`src/rtl/ucode_sequencer.sv`:
```
// ucode_sequencer
// Multi-cycle microcode sequencer. Accepts one opcode per valid/ready handshake
// and walks it through DECODE, optional OPERAND fetch (RAM), EXEC and one or
// more writeback beats, emitting per-phase control strobes.
//
// Ports:
//   clk, reset            : clock (rising edge), synchronous active-high reset
//   opcode, op_valid      : instruction byte and its valid flag
//   op_ready              : high when the sequencer can accept an opcode
//   carry, zero, sign     : ALU flags, evaluated by jumps during EXEC
//   flush                 : abort the instruction in flight
//   mem_ack / mem_req     : RAM operand handshake
//   alu_operation, alu_op : ALU execute strobe and function
//   mov_operation         : move strobe, source_ports selects port source
//   jump_taken            : branch strobe (condition result)
//   stack_operation       : stack strobe, stack_direction 1 = push / 0 = pop
//   dest_w/registers/memory/ports, dest_index : writeback target
//   wb_beat               : current writeback beat number
//   done, illegal_op, mem_timeout : completion / error pulses
module ucode_sequencer #(
  parameter int INDEX_WIDTH    = 3,
  parameter int WB_BEATS_MULTI = 2,
  parameter int MEM_TIMEOUT    = 15
) (
  input  logic                   clk,
  input  logic                   reset,
  input  logic [7:0]             opcode,
  input  logic                   op_valid,
  output logic                   op_ready,
  input  logic                   carry,
  input  logic                   zero,
  input  logic                   sign,
  input  logic                   flush,
  input  logic                   mem_ack,
  output logic                   mem_req,
  output logic                   alu_operation,
  output logic [2:0]             alu_op,
  output logic                   mov_operation,
  output logic                   jump_taken,
  output logic                   stack_operation,
  output logic                   stack_direction,
  output logic                   dest_w,
  output logic                   dest_registers,
  output logic                   dest_memory,
  output logic                   dest_ports,
  output logic                   source_ports,
  output logic [INDEX_WIDTH-1:0] dest_index,
  output logic [1:0]             wb_beat,
  output logic                   done,
  output logic                   illegal_op,
  output logic                   mem_timeout
);

  localparam int TW = (MEM_TIMEOUT > 1) ? $clog2(MEM_TIMEOUT) : 1;
  localparam int BW = (WB_BEATS_MULTI > 4) ? $clog2(WB_BEATS_MULTI) : 2;

  typedef enum logic [2:0] {
    IDLE    = 3'd0,
    DECODE  = 3'd1,
    OPERAND = 3'd2,
    EXEC    = 3'd3,
    WB      = 3'd4
  } state_t;

  state_t          state;
  logic [7:0]      op_q;
  logic [TW-1:0]   wait_cnt;
  logic [BW-1:0]   beat_cnt;

  logic is_alu, is_mov, is_jmp, is_stk;
  logic multibyte, ram_operand, is_push, cond_illegal;
  logic last_beat, timed_out, cond_met, active;

  assign is_alu       = (op_q[7:6] == 2'b00);
  assign is_mov       = (op_q[7:6] == 2'b01);
  assign is_jmp       = (op_q[7:6] == 2'b10);
  assign is_stk       = (op_q[7:6] == 2'b11);
  assign multibyte    = is_alu && op_q[5];
  assign ram_operand  = is_alu && op_q[4];
  assign is_push      = is_stk && op_q[5];
  assign cond_illegal = is_jmp && (op_q[5:3] == 3'b111);

  // Only multibyte ALU results take more than one writeback beat.
  assign last_beat = multibyte ? (beat_cnt == BW'(WB_BEATS_MULTI - 1))
                               : (beat_cnt == '0);
  assign timed_out = (wait_cnt == TW'(MEM_TIMEOUT - 1));

  // Strobes are suppressed while reset or flush is asserted; IDLE drives none
  // of them anyway, so ignoring flush in IDLE falls out naturally.
  assign active = !reset && !flush;

  // Sequencer state. Flush only acts outside IDLE, so an accept in the same
  // cycle as an IDLE flush still goes through. An ack on the last allowed
  // OPERAND cycle wins over the timeout.
  always_ff @(posedge clk) begin
    if (reset) begin
      state    <= IDLE;
      op_q     <= '0;
      wait_cnt <= '0;
      beat_cnt <= '0;
    end else if (flush && state != IDLE) begin
      state    <= IDLE;
      wait_cnt <= '0;
      beat_cnt <= '0;
    end else begin
      case (state)
        IDLE: begin
          if (op_valid) begin
            op_q  <= opcode;
            state <= DECODE;
          end
        end
        DECODE: begin
          if (cond_illegal) begin
            state <= IDLE;
          end else if (ram_operand) begin
            wait_cnt <= '0;
            state    <= OPERAND;
          end else begin
            state <= EXEC;
          end
        end
        OPERAND: begin
          if (mem_ack) begin
            wait_cnt <= '0;
            state    <= EXEC;
          end else if (timed_out) begin
            wait_cnt <= '0;
            state    <= IDLE;
          end else begin
            wait_cnt <= wait_cnt + TW'(1);
          end
        end
        EXEC: begin
          beat_cnt <= '0;
          if (is_jmp || is_push) state <= IDLE;
          else                   state <= WB;
        end
        WB: begin
          if (last_beat) begin
            beat_cnt <= '0;
            state    <= IDLE;
          end else begin
            beat_cnt <= beat_cnt + BW'(1);
          end
        end
        default: state <= IDLE;
      endcase
    end
  end

  // Jump condition, evaluated against the live flags during EXEC.
  always_comb begin
    cond_met = 1'b0;
    case (op_q[5:3])
      3'b000:  cond_met = 1'b1;
      3'b001:  cond_met = zero;
      3'b010:  cond_met = !zero;
      3'b011:  cond_met = carry;
      3'b100:  cond_met = !carry;
      3'b101:  cond_met = sign;
      3'b110:  cond_met = !sign;
      default: cond_met = 1'b0;
    endcase
  end

  // Output decode from the registered state and latched opcode.
  always_comb begin
    op_ready        = (state == IDLE) && !reset;
    mem_req         = 1'b0;
    alu_operation   = 1'b0;
    alu_op          = 3'b000;
    mov_operation   = 1'b0;
    jump_taken      = 1'b0;
    stack_operation = 1'b0;
    stack_direction = 1'b0;
    dest_w          = 1'b0;
    dest_registers  = 1'b0;
    dest_memory     = 1'b0;
    dest_ports      = 1'b0;
    source_ports    = 1'b0;
    dest_index      = '0;
    wb_beat         = 2'b00;
    done            = 1'b0;
    illegal_op      = 1'b0;
    mem_timeout     = 1'b0;
    if (!reset && state != IDLE) begin
      dest_index = op_q[INDEX_WIDTH-1:0];
    end
    if (active) begin
      case (state)
        DECODE: begin
          illegal_op = cond_illegal;
        end
        OPERAND: begin
          mem_req     = 1'b1;
          mem_timeout = timed_out && !mem_ack;
        end
        EXEC: begin
          alu_operation   = is_alu;
          alu_op          = is_alu ? op_q[2:0] : 3'b000;
          mov_operation   = is_mov;
          source_ports    = is_mov && op_q[3];
          stack_operation = is_stk;
          stack_direction = is_push;
          jump_taken      = is_jmp && cond_met;
          done            = is_jmp || is_push;
        end
        WB: begin
          wb_beat        = beat_cnt[1:0];
          dest_w         = is_alu;
          dest_registers = (is_mov && op_q[5:4] == 2'b01) || is_stk;
          dest_memory    = is_mov && op_q[5:4] == 2'b10;
          dest_ports     = is_mov && op_q[5:4] == 2'b11;
          if (is_mov && op_q[5:4] == 2'b00) dest_w = 1'b1;
          done           = last_beat;
        end
        default: ;
      endcase
    end
  end

endmodule
```
`config.mk`:
```
export PLATFORM = sky130hd
export DESIGN_NAME = ucode_sequencer
export DESIGN_NICKNAME = d
export VERILOG_FILES = /design/src/rtl/ucode_sequencer.sv
export SDC_FILE = /design/constraint.sdc
export NUM_CORES = 1
export LEC_CHECK = 0
export ABC_AREA = 1
export BUFFER_PORTS_ARGS = -buffer_cell sky130_fd_sc_hd__buf_2
export CORE_MARGIN = 2
export CORE_UTILIZATION = 51
export DETAILED_ROUTE_END_ITERATION = 7
export HOLD_SLACK_MARGIN = 0.1
export PLACE_DENSITY_LB_ADDON = 0.2
export SLEW_MARGIN = 20
export SYNTH_ARGS = -nofsm -noshare
export SYNTH_HDL_FRONTEND = slang
export SYNTH_SLANG_ARGS = --single-unit
```
`constraint.sdc`:
```
create_clock -name clk -period 3.55 [get_ports clk]
set_input_delay 0.1775 -clock clk [delete_from_list [all_inputs] [get_ports clk]]
set_output_delay 0.1775 -clock clk [all_outputs]
set_load 0.005 [all_outputs]
```
## After elaboration in Yosys (flattened, before gate mapping)

Cells that the tools add are included.

| storage, ports and cells | value |
|---|---|
| input port bits | 16 |
| register bits after elaboration | 17 |
| logic and storage cells | 118 |
| output and inout bits | 23 |

| operators by class | value |
|---|---|
| bitwise gates (word level) | 1 |
| multiplexer cells | 52 |
| equality and inequality tests | 24 |
| $add $sub $neg | 2 |
| reduce and logical (&&, ||, !) cells | 35 |

Operators with widths:

| operator | count |
|---|---|
| $mux W1 | 30 |
| $mux W3 | 9 |
| $mux W4 | 4 |
| $eq A3 B3 Y1 const B | 5 |
| $logic_and A1 B1 Y1 | 15 |
| $pmux W3 S5 | 1 |
| $eq A3 B2 Y1 const B | 4 |
| $reduce_and A3 Y1 | 3 |
| $eq A2 B2 Y1 const B | 4 |
| $mux W2 | 4 |
| $ne A2 B2 Y1 const B | 4 |
| $pmux W4 S2 | 1 |
| $pmux W1 S7 | 1 |
| $eq A2 B1 Y1 const B | 3 |
| $eq A3 B1 Y1 const B | 2 |
| $logic_not A1 Y1 | 6 |
| $logic_not A2 Y1 | 3 |
| $logic_not A3 Y1 | 2 |
| $add A4 B1 Y4 const B | 1 |
| $eq A4 B4 Y1 const B | 1 |
| $pmux W2 S2 | 1 |
| $reduce_bool A2 Y1 | 2 |
| $ne A3 B3 Y1 const B | 1 |
| $reduce_bool A3 Y1 | 1 |
| other kinds (5) | 6 |

## Longest topological paths before layout

Gate-level depths: netlist of run 1.

| logic depth | value |
|---|---|
| depth after elaboration | 5 |
| depth in mapped cells | 8 |
| depth with buffers taken out | 8 |

## Worst setup path after synthesis of run 1

Ideal clock, no wire load.

| path | value |
|---|---|
| path kind | register -> output |
| start point | register state[1] |
| end point | output port jump_taken |
| stages on the path, launching flop included | 7 |
| path slack | 2.296 ns |
| buffers on the path | 0 |
| required time | 3.372 ns |
| arrival | 1.077 ns |
| path through | dfxtp_1 > inv_2 > nor3_2 > nand2_2 > clkinv_2 > nand4_1 > nor2_1 |

| on the way | value |
|---|---|
| cells in the longest elaborated chain, start to end | 3 |

Ends and longest elaborated chain:

| what | RTL line | RTL |
|---|---|---|
| from (decl) | 65 | `state_t state;` |
| from (signal assigned) | 97 | `state <= IDLE;` |
| from (signal assigned) | 102 | `state <= IDLE;` |
| from (signal assigned) | 110 | `state <= DECODE;` |
| $eq A3 B2 Y1 | 191 | `case (state)` |
| $mux W1 | 191 |  |
| $mux W1 | 190 | `if (active) begin` |
| to (decl) | 39 | `output logic jump_taken,` |

Every way passes these cells.

## Worst setup path in the final report of run 1

Ends and elaborated chain as after synthesis.

==> key figures, run 1 <==
Outcome
  • Status: finished clean

Critical path
  • R2r endpoint: state[0]
  • Critical path class: reg -> out
  • Worst R2R Start: wait_cnt[0]
  • Req. time, crit path: between 3 and 4 ns
  • Crit path launch type: flop
  • Reg2reg path depth: 8
  • CP Max Fanout: 6
  • Reg2Reg Setup Slack: 2.13 ns
  • CP endpoint kind: primary output
  • CP Data Arrival Time: between 1.5 and 2 ns

GRT
  • Total global-route track usage: 21.8%
  • Initial antenna violation count: 0
  • Largest net degree at the start of global routing: 17
  • Vias in the first global route: 1123
  • First-pass GRT wire length: between 4000 and 5000 um
  • Grt total ovfl: 0

Worst hold path
  • HP Class: in -> reg
  • Worst hold start: opcode[7]
  • Hold Path Depth: 3
  • WHS Endpoint: op_q[7]

Die
  • Initial Util: 55.1%
  • Die X-Extent: roughly 50 um
  • DIE HEIGHT: roughly 50 um
  • Die footprint: around 2500 um^2
  • # rows: 16
  • Core area: 2000 um^2
  • Boundary Pins: 39

Clocking
  • Number of gates resized after cts: 0
  • CTS sink cnt: 17
  • CTS H-tree depth: 1
  • Hold buffer count at CTS: 0
  • Clock root cell: clkbuf_4
  • Maximum root-to-sink buffer count: 2
  • CTS Buf Count: 3
  • Setup bufs post-CTS: 0
  • TritonCTS clock tree: built
  • Worst-Skew Late Latency: slightly below 0.3 ns
  • CTS clock-pin slew for the worst setup and hold paths: about 0.10 ns

Yosys
  • Post-synthesis cell type count: 27
  • Synth Instances: between 150 and 200
  • Sequential fraction of the synthesis area: roughly 31%
  • Synth warn: 0
  • Mapped Area: roughly 1100 um^2
  • Top-area cell type share of the netlist area: a little under a third
  • Syn nets: between 150 and 200
  • Yosys reg bits: 17
  • Post-synth top area cell: dfxtp_1
  • Main area contributors after synthesis: dfxtp_1, nand2_1, nor2_1
  • Synth Area per Inst: 6.56 um^2

Cells and area
  • Layout cells sized above 1: between 20% and 30%
  • Commonest non-fill, non-tap cell in the layout: buf_2
  • Commonest cells after routing, fill and taps aside: buf_2, nand2_1, nor2_1
  • Area Growth Syn to Fin: 22.0%
  • Post-route insts no fill: 236
  • Layout Utilization: 67.2%
  • Number of fill cells in the layout: 206
  • # diodes: 0
  • Final Net Count: between 200 and 250

Pwr
  • Tot Pwr: roughly 0.67 mW
  • Worst VDD drop: 345 uV
  • Pleak: between 0.6 and 0.7 nW
  • Cell area power density: 497 nW/um^2

Detailed routing
  • WL met2: 1260 um
  • DRC errors left: 0
  • Via count: around 1200
  • Antenna-violating nets left: 0
  • Wire per inst: 10.8 um
  • Initial drt markers: 20
  • Via density: 5.05
  • Highest Signal Layer: met4
  • WL final: approximately 2500 um
  • First-pass DRT Iterations: 4
  • Met3 WL: 123 um
  • Post-route met1 wirelength: about 1100 um

Timing
  • Fin crit share: about 49%
  • Max-slew violation count: 0
  • Slew HR: 77.0%
  • TNS Setup: 0 ns
  • Slew @ Worst Pin: 0.343 ns
  • Final Skew: 0.0127 ns
  • RSZ-0062 raised after global routing: no
  • Final Hold Fails: 0
  • Final min period: around 1.7 ns
  • Final setup fails: 0
  • FMAX: around 570 MHz

Job
  • Max capacitance violation total: 0

Placement
  • GP Congestion: 0.824
  • Port Buf Inserts: 38
  • # placed instances: between 200 and 250
  • Dpl hpwl: 2080 um
## area by class of cell
class	instances	area (um^2)	share of cell area (%)
Inverter	29	110	8.19
Tap cell	27	33.8	2.51
Clock buffer	4	26.3	1.95
Sequential cell	17	340	25.3
Multi-Input combinational cell	121	644	47.9
Timing Repair Buffer	38	190	14.1
## through the flow
step                      hold WS [ns]  cell area [um^2]  setup WS, ns
after floorplan                  0.368              1100          2.30
after global placement           0.457              1320          2.17
after detailed placement         0.457              1320          2.13
after CTS                        0.180              1350          1.80
after global routing             0.175              1350          1.65
final                            0.179              1350          1.81
## worst max-delay path, cell delays in order (launching register included)
cell      delay [ns]
dfxtp_1         0.45
inv_2           0.09
nor3_2          0.24
nand2_2         0.14
clkinv_2        0.08
nand4_1         0.08
nor2_1          0.08
buf_2           0.11
## Yosys cell counts
master     n
nor3_4     2
nand2_2    4
o211ai_1   1
nand4_1    4
o22ai_1    1
nand3_1    9
xor2_1     1
buf_4      1
nand3_2    1
a31oi_1    1
inv_2      6
a211oi_1   1
nor2_1    25
ha_1       4
o21ai_2    1
inv_1     22
o21ai_1    3
nor3_1     2
nor4_1     2
nor2_2     2
a21oi_1   16
o21ai_0   10
clkinv_2   1
nor4_2     1
nand2_1   28
nor3_2     2
dfxtp_1   17
## where the power goes
part           internal, mW  switching (mW)
sequential            0.230          0.0458
clock                0.0436          0.0583
combinational        0.0915           0.199
## per-layer routing
| layer | track usage, % | vias to the layer above |
|---|---|---|
| li1 | - | 636 |
| met2 | 39.3 | 30 |
| met5 | 0 | - |
| met1 | 27.0 | 521 |
| met4 | 7.66 | 0 |
| met3 | 2.08 | 4 |
## sequential cells by signal, indices dropped and copies added, names as in the netlist
name / flops
op_q: 8
state: 3
beat_cnt: 2
wait_cnt: 4
## cells by family (layout without fill, tap and decap cells)
kind of cell,Yosys count,count (layout),synth area share (%)
and+or+nand+nor,82,82,36.7
adders and majority gates,4,4,4.54
xor gates and xnor gates,1,1,0.795
DFF,17,17,30.9
AOI/OAI and AO/OA,34,34,16.5
buffers and inverters,30,71,10.7
## how the worst max path moves through the flow
stage                   from         end  slack [ns]  cells past startpoint
finish              state[1]  jump_taken        1.81                      7
global route        state[1]   alu_op[2]        1.65                      7
CTS                 state[1]   alu_op[2]        1.80                      7
detailed placement  state[1]   alu_op[2]        2.13                      7
global placement    state[1]  jump_taken        2.17                      7
floorplan           state[1]  jump_taken        2.30                      6
Note: power is estimated with default switching activity, not from simulation.
==> run 2, diff against run 1 <==
- CORE_UTILIZATION: 51 -> 44
- clock period: 3.55 -> 1.49 ns (I/O delays scaled with it)
==> run 2 against run 1 <==
Effect of this change:
- the flow now finishes with violations (negative setup slack)
- hold slack worse by 0.038 ns
- sequential share of layout area down 2.5 points
- routed wire length increased by 19%
- sequential power is 150% higher
- non-clock buffer count grew 15
- combinational power rose to 2.9 times the previous value
==> key figures, run 2 (synthesized netlist as in run 1, its figures left out) <==
Clocking
  • CTS Buf Count: 3 (unchanged)
  • Worst-Skew Late Latency: 0.28 ns (about the same)
  • Clock root cell: clkbuf_4
  • CTS H-tree depth: 1 (unchanged)
  • CTS clock-pin slew for the worst setup and hold paths: 0.10 ns (about the same)
  • TritonCTS clock tree: built
  • CTS sink cnt: 17 (unchanged)
  • Maximum root-to-sink buffer count: 2 (unchanged)

Die
  • Initial Util: 45.3% (-9.7 points)
  • Die footprint: 2920 um^2 (+15%)
  • Die X-Extent: 54.1 um (+7.1%)
  • DIE HEIGHT: 54.1 um (+7.1%)
  • # rows: 18 (+2)
  • Boundary Pins: 39 (unchanged)
  • Core area: 2430 um^2 (+21%)

Pwr
  • Tot Pwr: 1.78 mW (+170%)
  • Worst VDD drop: 654 uV (+89%)
  • Pleak: 0.754 nW (+14%)
  • Cell area power density: 1150 nW/um^2 (+130%)

Detailed routing
  • Initial drt markers: 34 (+70%)
  • WL met2: 1540 um (+22%)
  • Post-route met1 wirelength: 1290 um (+14%)
  • Highest Signal Layer: met4
  • Wire per inst: 11.9 um (+11%)
  • Antenna-violating nets left: 0 (unchanged)
  • WL final: 3030 um (+19%)
  • Via count: 1291 (+8.4%)
  • Met3 WL: 163 um (+33%)
  • DRC errors left: 0 (unchanged)
  • Via density: 5.08 (+0.71%)
  • First-pass DRT Iterations: 4 (unchanged)

Placement
  • GP Congestion: 0.852 (+3.4%)
  • Dpl hpwl: 2120 um (+2.2%)
  • Setup WS pre-CTS: 0.134 ns (-2.00 ns)
  • Port Buf Inserts: 38 (unchanged)

Cells and area
  • Layout Utilization: 64.0% (-3.2 points)
  • Sequential cell area: 355 um^2 (+4.4%)
  • Commonest non-fill, non-tap cell in the layout: buf_2
  • Final Net Count: 245 (+6.5%)
  • # diodes: 0 (unchanged)
  • Commonest cells after routing, fill and taps aside: buf_2, nand2_1, inv_1, nor2_1, a21oi_1
  • Area Growth Syn to Fin: 41.2%
  • Biggest register: op_q
  • Layout cells sized above 1: 37.5% (+8.3 points)
  • Multi-input logic area: 688 um^2 (+6.8%)
  • Number of fill cells in the layout: 236 (+15%)
  • Max FFs per register: 8 (unchanged)
  • Largest registers: op_q: 8 flops, wait_cnt: 4 flops, state: 3 flops

Timing
  • Final Skew: 0.00148 ns (-0.0112 ns)
  • Slew HR: 70.1% (-6.9 points)
  • Max-slew violation count: 0 (unchanged)
  • Slew @ Worst Pin: 0.446 ns (+0.103 ns)
  • Fin crit share: 102%
  • Final setup fails: 3 (+3)
  • FMAX: about 660 MHz
  • Final min period: 1.52 ns
  • Final Hold Fails: 0 (unchanged)
  • RSZ-0062 raised after global routing: yes
  • Final WS setup: -0.0305 ns (-1.84 ns)

GRT
  • Grt total ovfl: 0 (unchanged)
  • Total global-route track usage: 21.0% (-0.79 points)
  • First-pass GRT wire length: 4530 um (+3.1%)
  • Vias in the first global route: 1091 (-2.8%)
  • Initial antenna violation count: 0 (unchanged)
  • Largest net degree at the start of global routing: 17 (unchanged)

Critical path
  • Critical path class: reg -> out
  • Slowest-stage cell, CP: dfxtp_4
  • CP Max Fanout: 7 (+1)
  • CP peak stage delay: 0.41 ns (-0.04 ns)
  • Crit path launch type: flop
  • CP Data Arrival Time: 1.45 ns (-0.11 ns)
  • CP endpoint kind: primary output
  • Worst-path cell chain: inv_4 -> nor3_4 -> nand2_2 -> nor4_1 -> buf_2
  • Req. time, crit path: 1.42 ns (-1.95 ns)

Outcome
  • Status: finished, violations left
  • Violated checks: negative setup slack

Worst hold path
  • HP Class: in -> reg

Job
  • Max capacitance violation total: 0 (unchanged)
==> run 2: power breakdown <==
group | internal (mW) | switching [mW] | leakage, nW | total (mW)
clock | 0.0995 | 0.146 | 0.0177 | 0.246
combinational | 0.308 | 0.544 | 0.594 | 0.852
sequential | 0.568 | 0.117 | 0.142 | 0.684
==> run 2: final timing paths <==
| path | cells after the start | startpoint | to | slack [ns] |
|---|---|---|---|---|
| max | 5 | state[2] | dest_memory | -0.03 |
| min reg2reg | 2 | beat_cnt[1] | beat_cnt[1] | 0.47 |
| max reg2reg | 8 | wait_cnt[0] | state[0] | 0.16 |
| min | 5 | mem_ack | state[1] | 0.14 |
==> run 2: repair_timing <==
action / CTS / global route
hold endpoints to repair: 8 / 0
hold buffers: 8 / 0
pin swaps: 4 / 4
gates resized for setup: 11 / 15
buffers inserted: 6 / 0
endpoints found under the setup margin: 20 / 22
==> run 2: through the flow <==
stage | area (um^2) | setup TNS (ns) | hold WS [ns] | instances
floorplan | 1100 | 0 | 0.180 | 168
global placement | 1330 | 0 | 0.358 | 236
detailed placement | 1330 | 0 | 0.364 | 236
CTS | 1510 | -0.00849 | 0.132 | 254
global route | 1560 | -0.747 | 0.158 | 254
finish | 1560 | -0.0610 | 0.141 | 254
==> run 2: cell type report <==
class,instances,area share [%]
inverter,29,7.64
multi-input combinational,121,44.2
sequential,17,22.8
clock inverter,1,0.322
timing repair buffer,53,21.1
tap,30,2.41
clock buffer,3,1.45
==> run 2: metal layers <==
layer  track usage [%]  vias to the layer above
li1                  -                      665
met4              5.00                        0
met2              38.4                       42
met3              2.50                        4
met1              26.1                      580
met5                 0                        -
==> run 2: worst max-delay path, delay by kind of cell, from the launching register on <==
family	cells	cell delay [ns]
buf+inv	2	0.21
simple gates	3	0.54
flops	1	0.41
